$ cat src/rtl/pipe_ctrl_pkg.sv
// Shared encodings and the control bundle carried down the ID/EX, EX/MEM and MEM/WB registers.
// Purely declarative: no latency, no flow control.
package pipe_ctrl_pkg;

    localparam int RA_W = 5;

    localparam logic [6:0] OPC_LUI    = 7'b0110111;
    localparam logic [6:0] OPC_AUIPC  = 7'b0010111;
    localparam logic [6:0] OPC_JAL    = 7'b1101111;
    localparam logic [6:0] OPC_JALR   = 7'b1100111;
    localparam logic [6:0] OPC_BRANCH = 7'b1100011;
    localparam logic [6:0] OPC_LOAD   = 7'b0000011;
    localparam logic [6:0] OPC_STORE  = 7'b0100011;
    localparam logic [6:0] OPC_OPIMM  = 7'b0010011;
    localparam logic [6:0] OPC_OP     = 7'b0110011;
    localparam logic [6:0] OPC_FENCE  = 7'b0001111;

    typedef enum logic [3:0] {
        ALU_ADD = 4'b0000, ALU_SUB, ALU_SLL, ALU_SLT, ALU_SLTU,
        ALU_XOR, ALU_SRL, ALU_SRA, ALU_OR, ALU_AND
    } alu_op_e;

    typedef enum logic [2:0] {
        PC_PLUS4 = 3'b000, PC_BRANCH, PC_JAL, PC_JALR, PC_TRAP
    } next_pc_sel_e;

    typedef enum logic [1:0] {
        FWD_RF = 2'b00, FWD_EXMEM = 2'b01, FWD_MEMWB = 2'b10
    } fwd_sel_e;

    typedef enum logic [2:0] {
        IMM_I = 3'b000, IMM_S, IMM_B, IMM_U, IMM_J
    } imm_type_e;

    localparam logic [1:0] SRC1_RS1 = 2'd0, SRC1_PC  = 2'd1, SRC1_ZERO = 2'd2;
    localparam logic [1:0] SRC2_RS2 = 2'd0, SRC2_IMM = 2'd1;
    localparam logic [1:0] WB_ALU   = 2'd0, WB_MEM   = 2'd1, WB_PC4    = 2'd2;

    // valid marks a real instruction; it is what the retire counter looks at.
    typedef struct packed {
        logic            valid;
        logic [3:0]      alu_op;
        logic [1:0]      src1_sel;
        logic [1:0]      src2_sel;
        logic            mem_wen;
        logic [2:0]      funct3;
        logic            mem_signed;
        logic            rf_wen;
        logic [1:0]      wdata_sel;
        logic [RA_W-1:0] rd;
        logic [RA_W-1:0] rs1;
        logic [RA_W-1:0] rs2;
        logic            use_rs1;
        logic            use_rs2;
        logic            is_load;
        logic            is_branch;
        logic            is_jump;
        logic            is_jalr;
        logic            illegal;
    } ctrl_bundle_t;

    localparam ctrl_bundle_t BUBBLE = '0;

    function automatic logic [3:0] alu_from_f3(input logic [2:0] f3, input logic alt);
        case (f3)
            3'b000:  return alt ? ALU_SUB : ALU_ADD;
            3'b001:  return ALU_SLL;
            3'b010:  return ALU_SLT;
            3'b011:  return ALU_SLTU;
            3'b100:  return ALU_XOR;
            3'b101:  return alt ? ALU_SRA : ALU_SRL;
            3'b110:  return ALU_OR;
            default: return ALU_AND;
        endcase
    endfunction

    function automatic logic branch_cond(input logic [2:0] f3, input logic eq,
                                         input logic lt, input logic ltu);
        case (f3)
            3'b000:  return eq;
            3'b001:  return !eq;
            3'b100:  return lt;
            3'b101:  return !lt;
            3'b110:  return ltu;
            3'b111:  return !ltu;
            default: return 1'b0;
        endcase
    endfunction

endpackage

$ cat src/rtl/pipe_controller_hazard_unit.sv
// Forwarding selects, RAW/load-use stall and EX redirect; purely combinational, zero latency.
// A redirect (flush) overrides any stall request so the discarded ID instruction never waits.
module hazard_unit
    import pipe_ctrl_pkg::*;
#(
    parameter int FWD_EN = 1
) (
    input  ctrl_bundle_t id_ctrl_i,
    input  ctrl_bundle_t idex_i,
    input  ctrl_bundle_t exmem_i,
    input  ctrl_bundle_t memwb_i,
    input  logic         branch_eq_i,
    input  logic         branch_lt_i,
    input  logic         branch_ltu_i,
    output logic [1:0]   fwd_a_sel_o,
    output logic [1:0]   fwd_b_sel_o,
    output logic         raw_stall_o,
    output logic         flush_o,
    output logic [2:0]   next_pc_sel_o
);

    logic w_taken;
    logic w_raw;
    logic w_unused;

    assign w_unused = ^{id_ctrl_i, idex_i, exmem_i, memwb_i};

    // x0 is excluded here, so it can neither forward nor stall.
    function automatic logic wr_hit(input ctrl_bundle_t b, input logic [RA_W-1:0] rs);
        return b.rf_wen && (b.rd != '0) && (b.rd == rs);
    endfunction

    function automatic logic id_hit(input ctrl_bundle_t id, input ctrl_bundle_t b);
        return (id.use_rs1 && wr_hit(b, id.rs1)) || (id.use_rs2 && wr_hit(b, id.rs2));
    endfunction

    always_comb begin
        w_taken = idex_i.illegal || idex_i.is_jump ||
                  (idex_i.is_branch && branch_cond(idex_i.funct3, branch_eq_i,
                                                   branch_lt_i, branch_ltu_i));
        next_pc_sel_o = PC_PLUS4;
        if (idex_i.illegal)      next_pc_sel_o = PC_TRAP;
        else if (idex_i.is_jalr) next_pc_sel_o = PC_JALR;
        else if (idex_i.is_jump) next_pc_sel_o = PC_JAL;
        else if (w_taken)        next_pc_sel_o = PC_BRANCH;

        fwd_a_sel_o = FWD_RF;
        fwd_b_sel_o = FWD_RF;
        if (FWD_EN != 0) begin
            if (idex_i.use_rs1 && wr_hit(exmem_i, idex_i.rs1))      fwd_a_sel_o = FWD_EXMEM;
            else if (idex_i.use_rs1 && wr_hit(memwb_i, idex_i.rs1)) fwd_a_sel_o = FWD_MEMWB;
            if (idex_i.use_rs2 && wr_hit(exmem_i, idex_i.rs2))      fwd_b_sel_o = FWD_EXMEM;
            else if (idex_i.use_rs2 && wr_hit(memwb_i, idex_i.rs2)) fwd_b_sel_o = FWD_MEMWB;
            w_raw = idex_i.is_load && id_hit(id_ctrl_i, idex_i);
        end else begin
            w_raw = id_hit(id_ctrl_i, idex_i) || id_hit(id_ctrl_i, exmem_i) ||
                    id_hit(id_ctrl_i, memwb_i);
        end

        raw_stall_o = w_raw && !w_taken;
        flush_o     = w_taken;
    end

endmodule

$ cat src/rtl/pipe_controller.sv
// RV32I pipeline control: ID decode (comb), bundles registered ID/EX -> EX/MEM -> MEM/WB, 1 cycle per stage.
// stall_ext_i freezes every stage register and the retire counter; hazards stall IF/ID and bubble ID/EX.
module pipe_controller
    import pipe_ctrl_pkg::*;
#(
    parameter int FWD_EN = 1,
    parameter int CNT_W  = 32,
    parameter int REG_AW = 5
) (
    input  logic              clk_i,
    input  logic              rst_i,
    input  logic              stall_ext_i,
    input  logic              id_valid_i,
    input  logic [6:0]        opcode_i,
    input  logic [2:0]        funct3_i,
    input  logic [6:0]        funct7_i,
    input  logic [REG_AW-1:0] rs1_i,
    input  logic [REG_AW-1:0] rs2_i,
    input  logic [REG_AW-1:0] rd_i,
    input  logic              branch_eq_i,
    input  logic              branch_lt_i,
    input  logic              branch_ltu_i,
    output logic [2:0]        imm_type_o,
    output logic [3:0]        alu_op_o,
    output logic [1:0]        alu_src1_sel_o,
    output logic [1:0]        alu_src2_sel_o,
    output logic [1:0]        fwd_a_sel_o,
    output logic [1:0]        fwd_b_sel_o,
    output logic              mem_wen_o,
    output logic [2:0]        mem_size_o,
    output logic              mem_signed_o,
    output logic              rf_wen_o,
    output logic [1:0]        rf_wdata_sel_o,
    output logic [REG_AW-1:0] wb_rd_o,
    output logic [2:0]        next_pc_sel_o,
    output logic              pc_wen_o,
    output logic              ifid_wen_o,
    output logic              ifid_flush_o,
    output logic              illegal_instr_o,
    output logic [CNT_W-1:0]  instret_o
);

    ctrl_bundle_t     r_idex, r_exmem, r_memwb, w_dec;
    logic [CNT_W-1:0] r_instret;
    logic             w_legal, w_raw_stall, w_flush;
    logic [2:0]       w_imm_type;

    always_comb begin
        w_dec        = BUBBLE;
        w_imm_type   = IMM_I;
        w_legal      = 1'b1;
        w_dec.valid  = 1'b1;
        w_dec.funct3 = funct3_i;
        w_dec.rs1    = rs1_i;
        w_dec.rs2    = rs2_i;
        w_dec.rd     = rd_i;
        case (opcode_i)
            OPC_OP: begin
                {w_dec.use_rs1, w_dec.use_rs2, w_dec.rf_wen} = 3'b111;
                w_dec.alu_op = alu_from_f3(funct3_i, funct7_i[5]);
                w_legal = (funct7_i == 7'b0) || (funct7_i == 7'b0100000 &&
                          (funct3_i == 3'b000 || funct3_i == 3'b101));
            end
            OPC_OPIMM: begin
                {w_dec.use_rs1, w_dec.rf_wen} = 2'b11;
                w_dec.src2_sel = SRC2_IMM;
                w_dec.alu_op   = alu_from_f3(funct3_i, funct3_i == 3'b101 && funct7_i[5]);
                if (funct3_i == 3'b001)      w_legal = (funct7_i == 7'b0);
                else if (funct3_i == 3'b101) w_legal = (funct7_i == 7'b0) || (funct7_i == 7'b0100000);
            end
            OPC_LUI, OPC_AUIPC: begin
                w_dec.rf_wen   = 1'b1;
                w_dec.src1_sel = (opcode_i == OPC_LUI) ? SRC1_ZERO : SRC1_PC;
                w_dec.src2_sel = SRC2_IMM;
                w_imm_type     = IMM_U;
            end
            OPC_JAL, OPC_JALR: begin
                {w_dec.is_jump, w_dec.rf_wen} = 2'b11;
                w_dec.is_jalr   = (opcode_i == OPC_JALR);
                w_dec.use_rs1   = (opcode_i == OPC_JALR);
                w_dec.src1_sel  = (opcode_i == OPC_JALR) ? SRC1_RS1 : SRC1_PC;
                w_dec.src2_sel  = SRC2_IMM;
                w_dec.wdata_sel = WB_PC4;
                w_imm_type      = (opcode_i == OPC_JALR) ? IMM_I : IMM_J;
                if (opcode_i == OPC_JALR) w_legal = (funct3_i == 3'b000);
            end
            OPC_BRANCH: begin
                {w_dec.is_branch, w_dec.use_rs1, w_dec.use_rs2} = 3'b111;
                w_dec.src1_sel = SRC1_PC;
                w_dec.src2_sel = SRC2_IMM;
                w_imm_type     = IMM_B;
                w_legal        = (funct3_i[2:1] != 2'b01);
            end
            OPC_LOAD: begin
                {w_dec.is_load, w_dec.use_rs1, w_dec.rf_wen} = 3'b111;
                w_dec.src2_sel   = SRC2_IMM;
                w_dec.wdata_sel  = WB_MEM;
                w_dec.mem_signed = !funct3_i[2];
                w_legal = (funct3_i != 3'b011) && (funct3_i[2:1] != 2'b11);
            end
            OPC_STORE: begin
                {w_dec.mem_wen, w_dec.use_rs1, w_dec.use_rs2} = 3'b111;
                w_dec.src2_sel = SRC2_IMM;
                w_imm_type     = IMM_S;
                w_legal        = !funct3_i[2] && (funct3_i != 3'b011);
            end
            OPC_FENCE: w_legal = 1'b1;
            default:   w_legal = 1'b0;
        endcase
        if (!w_dec.rf_wen) w_dec.rd = '0;
        // Trapping instructions travel with no enables and no register use, so they cannot stall.
        if (!w_legal) begin
            w_dec         = BUBBLE;
            w_dec.illegal = 1'b1;
        end
        if (!id_valid_i) w_dec = BUBBLE;
    end

    hazard_unit #(.FWD_EN(FWD_EN)) u_hazard (
        .id_ctrl_i     (w_dec),
        .idex_i        (r_idex),
        .exmem_i       (r_exmem),
        .memwb_i       (r_memwb),
        .branch_eq_i   (branch_eq_i),
        .branch_lt_i   (branch_lt_i),
        .branch_ltu_i  (branch_ltu_i),
        .fwd_a_sel_o   (fwd_a_sel_o),
        .fwd_b_sel_o   (fwd_b_sel_o),
        .raw_stall_o   (w_raw_stall),
        .flush_o       (w_flush),
        .next_pc_sel_o (next_pc_sel_o)
    );

    always_ff @(posedge clk_i) begin
        if (rst_i) begin
            r_idex    <= BUBBLE;
            r_exmem   <= BUBBLE;
            r_memwb   <= BUBBLE;
            r_instret <= '0;
        end else if (!stall_ext_i) begin
            r_idex          <= (w_flush || w_raw_stall) ? BUBBLE : w_dec;
            r_exmem         <= r_idex;
            r_exmem.illegal <= 1'b0;
            r_memwb         <= r_exmem;
            if (r_memwb.valid) r_instret <= r_instret + 1'b1;
        end
    end

    assign imm_type_o      = w_imm_type;
    assign alu_op_o        = r_idex.alu_op;
    assign alu_src1_sel_o  = r_idex.src1_sel;
    assign alu_src2_sel_o  = r_idex.src2_sel;
    assign mem_wen_o       = r_exmem.mem_wen;
    assign mem_size_o      = r_exmem.funct3;
    assign mem_signed_o    = r_exmem.mem_signed;
    assign rf_wen_o        = r_memwb.rf_wen;
    assign rf_wdata_sel_o  = r_memwb.wdata_sel;
    assign wb_rd_o         = r_memwb.rd;
    assign pc_wen_o        = !stall_ext_i && !w_raw_stall;
    assign ifid_wen_o      = !stall_ext_i && !w_raw_stall;
    assign ifid_flush_o    = w_flush;
    assign illegal_instr_o = r_idex.illegal && !stall_ext_i;
    assign instret_o       = r_instret;

endmodule

$ cat config.mk
export PLATFORM = sky130hd
export DESIGN_NAME = pipe_controller
export DESIGN_NICKNAME = d
export VERILOG_FILES = /design/src/rtl/pipe_ctrl_pkg.sv /design/src/rtl/pipe_controller_hazard_unit.sv /design/src/rtl/pipe_controller.sv
export SDC_FILE = /design/constraint.sdc
export NUM_CORES = 1
export LEC_CHECK = 0
export ABC_AREA = 1
export BUFFER_PORTS_ARGS = -buffer_cell sky130_fd_sc_hd__buf_2
export CORE_MARGIN = 2
export CORE_UTILIZATION = 43
export CTS_CLUSTER_DIAMETER = 60
export DETAILED_ROUTE_END_ITERATION = 8
export GPL_TIMING_DRIVEN = 0
export PLACE_DENSITY = 0.62
export SLEW_MARGIN = 20
export SYNTH_ARGS = -nofsm -noshare
export SYNTH_HDL_FRONTEND = slang
export SYNTH_HIERARCHICAL = 1
export SYNTH_SLANG_ARGS = --single-unit
export TNS_END_PERCENT = 50
$ cat constraint.sdc
create_clock -name clk_i -period 4.3 [get_ports clk_i]
set_clock_uncertainty 0.2 [all_clocks]
set_input_delay 0.215 -clock clk_i [delete_from_list [all_inputs] [get_ports clk_i]]
set_output_delay 0.215 -clock clk_i [all_outputs]
set_load 0.02 [all_outputs]
==> flow_summary.json <==
{
  "run_status": "finished clean",
  "finalMaxSlewViolations": 0,
  "vias": 5718,
  "grt_setup_unrepaired": "false",
  "drt-pass1-iter-count": 5,
  "switchingPower_uw": 506,
  "r2r_start": "r_idex[28]$_SDFFE_PP0N_",
  "grt_max_degree": 17,
  "peakVddDrop_uv": 207,
  "grtUsageTotal_pct": 23.4,
  "leakagePower_nw": 2.95,
  "path_clk_slew_ps": 70,
  "area_growth_syn_to_layout_pct": 20.7,
  "numCtsBuffers": 9,
  "fin_tns_setup_ps": 0,
  "p_comb_share_pct": 10.6,
  "clkSinkCount": 92,
  "initial_core_util_pct": 43.9,
  "max_freq_mhz": 305,
  "dr.first_iter.drc_count": 405,
  "drc": 0,
  "crit_arrival_ps": 3350,
  "finalCriticalPeriod_ps": 3280,
  "p_total_mw": 1.96,
  "gr-total-overflow": 0,
  "cp-start-kind": "input port",
  "place.port_buffers": 102,
  "power.internal_mw": 1.45,
  "cts_hold_repair.buffers": 9,
  "netlist_instances": 879,
  "cts_tree": "yes",
  "cp-endpoint": "r_idex[27]$_SDFFE_PP0N_",
  "cts.repair.resized": 0,
  "syn_nets": 919,
  "r2r_cells": 13,
  "dp_hpwl_um": 12100,
  "drive_gt1_share_pct": 19.0,
  "wl_per_cell_um": 13.2,
  "syn_area_per_cell_sq_um": 6.28,
  "critical_path_required_ps": 4370,
  "cp-end-kind": "flop",
  "finalSetupViolCount": 0,
  "antenna_left": 0,
  "grt_pass1_vias": 5192,
  "power_frac_seq_pct": 44.9,
  "grt_pass1_wl_um": 25200,
  "root_buffer": "clkbuf_16",
  "htree_levels": 3,
  "antenna_found_initial": 0,
  "row_count": 41,
  "p_per_area_nw_per_um2": 294,
  "cts_setup_buffers": 0,
  "place.gp.congestion": 0.924,
  "hold_class": "input port to flop",
  "netlist_area_sq_um": 5520,
  "slew_headroom_pct": 58.5,
  "r2r_end": "r_idex[27]$_SDFFE_PP0N_",
  "die_x_um": 117,
  "yosys_warnings": 6,
  "rrSetupSlack_ps": 1730,
  "p_sw_share_pct": 25.8,
  "tightest_slew_ps": 623,
  "crit_path_start": "opcode_i[3]",
  "coreArea_sq_um": 12600,
  "holdWs_ps": 6.34,
  "num_antenna_cells": 0,
  "die_h_um": 117,
  "worst-setup-path-type": "input port to flop",
  "min_period_over_period_pct": 76.2,
  "ios": 106,
  "finalHoldViolCount": 0,
  "crit_path_max_fanout": 10,
  "cts_max_path_buffers": 2,
  "via_per_inst": 4.85,
  "pwr-share-clk_pct": 44.5,
  "final_nets": 1041,
  "drt-total-wl_um": 15500,
  "insertion_delay_ps": 350,
  "cap_violations": 0,
  "die_area_sq_um": 13800
}
sequential cells by signal, indices dropped and copies added, names as in the netlist:
signal and count:
alu_op_o 4, alu_src1_sel_o 2, alu_src2_sel_o 1, instret_o 32, mem_signed_o 1, mem_size_o 3, mem_wen_o 1, r_exmem 9
r_idex 30, r_memwb 1, rf_wdata_sel_o 2, rf_wen_o 1, wb_rd_o 5
power groups by stage:
stage	Sequential [mW]	Clock (mW)	Combinational, mW
floorplan	0.898	0	0.133
global placement	0.900	0	0.200
detailed placement	0.900	0	0.201
CTS	0.880	0.884	0.208
global route	0.882	0.916	0.235
finish	0.880	0.871	0.208
worst min-delay path by stage:
stage                          startpoint                          to  slack, ps  depth (start not counted)
2_1_floorplan                 funct3_i[1]     r_idex[27]$_SDFFE_PP0N_        180                          2
3_3_place_gp   instret_o[31]$_SDFFE_PP0P_  instret_o[31]$_SDFFE_PP0P_        250                          2
3_5_place_dp      r_idex[38]$_SDFFE_PP0N_     r_idex[38]$_SDFFE_PP0N_        250                          2
4_1_cts                          rs2_i[4]     r_idex[11]$_SDFFE_PP0N_          3                          3
5_1_grt                          rs2_i[4]     r_idex[11]$_SDFFE_PP0N_         10                          3
6_report                         rs2_i[4]     r_idex[11]$_SDFFE_PP0N_          6                          3
per-layer routing:
metal / track usage [%] / share of wire [%] / vias to the layer above
met1: 34.8 / 51 / 2492
met4: 7.29 / 1.8 / 0
met3: 3.09 / 5.3 / 22
met2: 35.2 / 42 / 185
li1: - / - / 3019
met5: 0 / 0 / -
metrics by stage:
stage	setup slack [ps]	util, %	cells	cell area (sq um)
after floorplan	1520	-	879	5520
after global placement	747	49.7	1153	6240
after detailed placement	696	49.7	1153	6240
after CTS	1050	53.0	1178	6660
after global routing	709	53.0	1178	6660
final	1020	53.0	1178	6660
layout by cell type, fill, tap and decap left out, drive strengths merged:
master,count
a211oi,2
nand3,42
clkinvlp,4
nor2,161
o21ai,44
nand2,203
nor4,1
bufinv,2
ha,1
nor3,20
or2,3
o21a,1
inv,105
dfxtp,92
nand3b,2
xor2,3
clkbuf,39
buf,140
a21boi,2
dlygate4sd3,9
nor3b,5
nand4,46
clkinv,1
conb,1
xnor2,14
a21oi,62
nor2b,1
critical path, stage by stage:
cell      delay [ps]
buf_2            130
inv_2             70
nand2_1           40
nor2_1           250
nand3_1          160
nand2_1          120
nor2_1            60
nand3_2          180
nand2_4           70
buf_2            190
nor2_1           150
nand2_1           70
nand2_1           80
nor2_2            30
nand3_1           70
nand2_1           70
nand2_1           80
nor2_2            60
nor3_1           440
clkbuf_1         460
nand4_1          200
a21oi_1          150
final cells by class:
cell class	count	area [sq um]
multi-input cells	614	2910
clock buffers	9	225
well taps	172	215
clock inverters	7	98.8
fillers	1357	5910
inverters	105	394
flip-flops and latches	92	1840
repair buffers	111	601
plain buffers	68	370
Power figures use the tool's default switching activity.
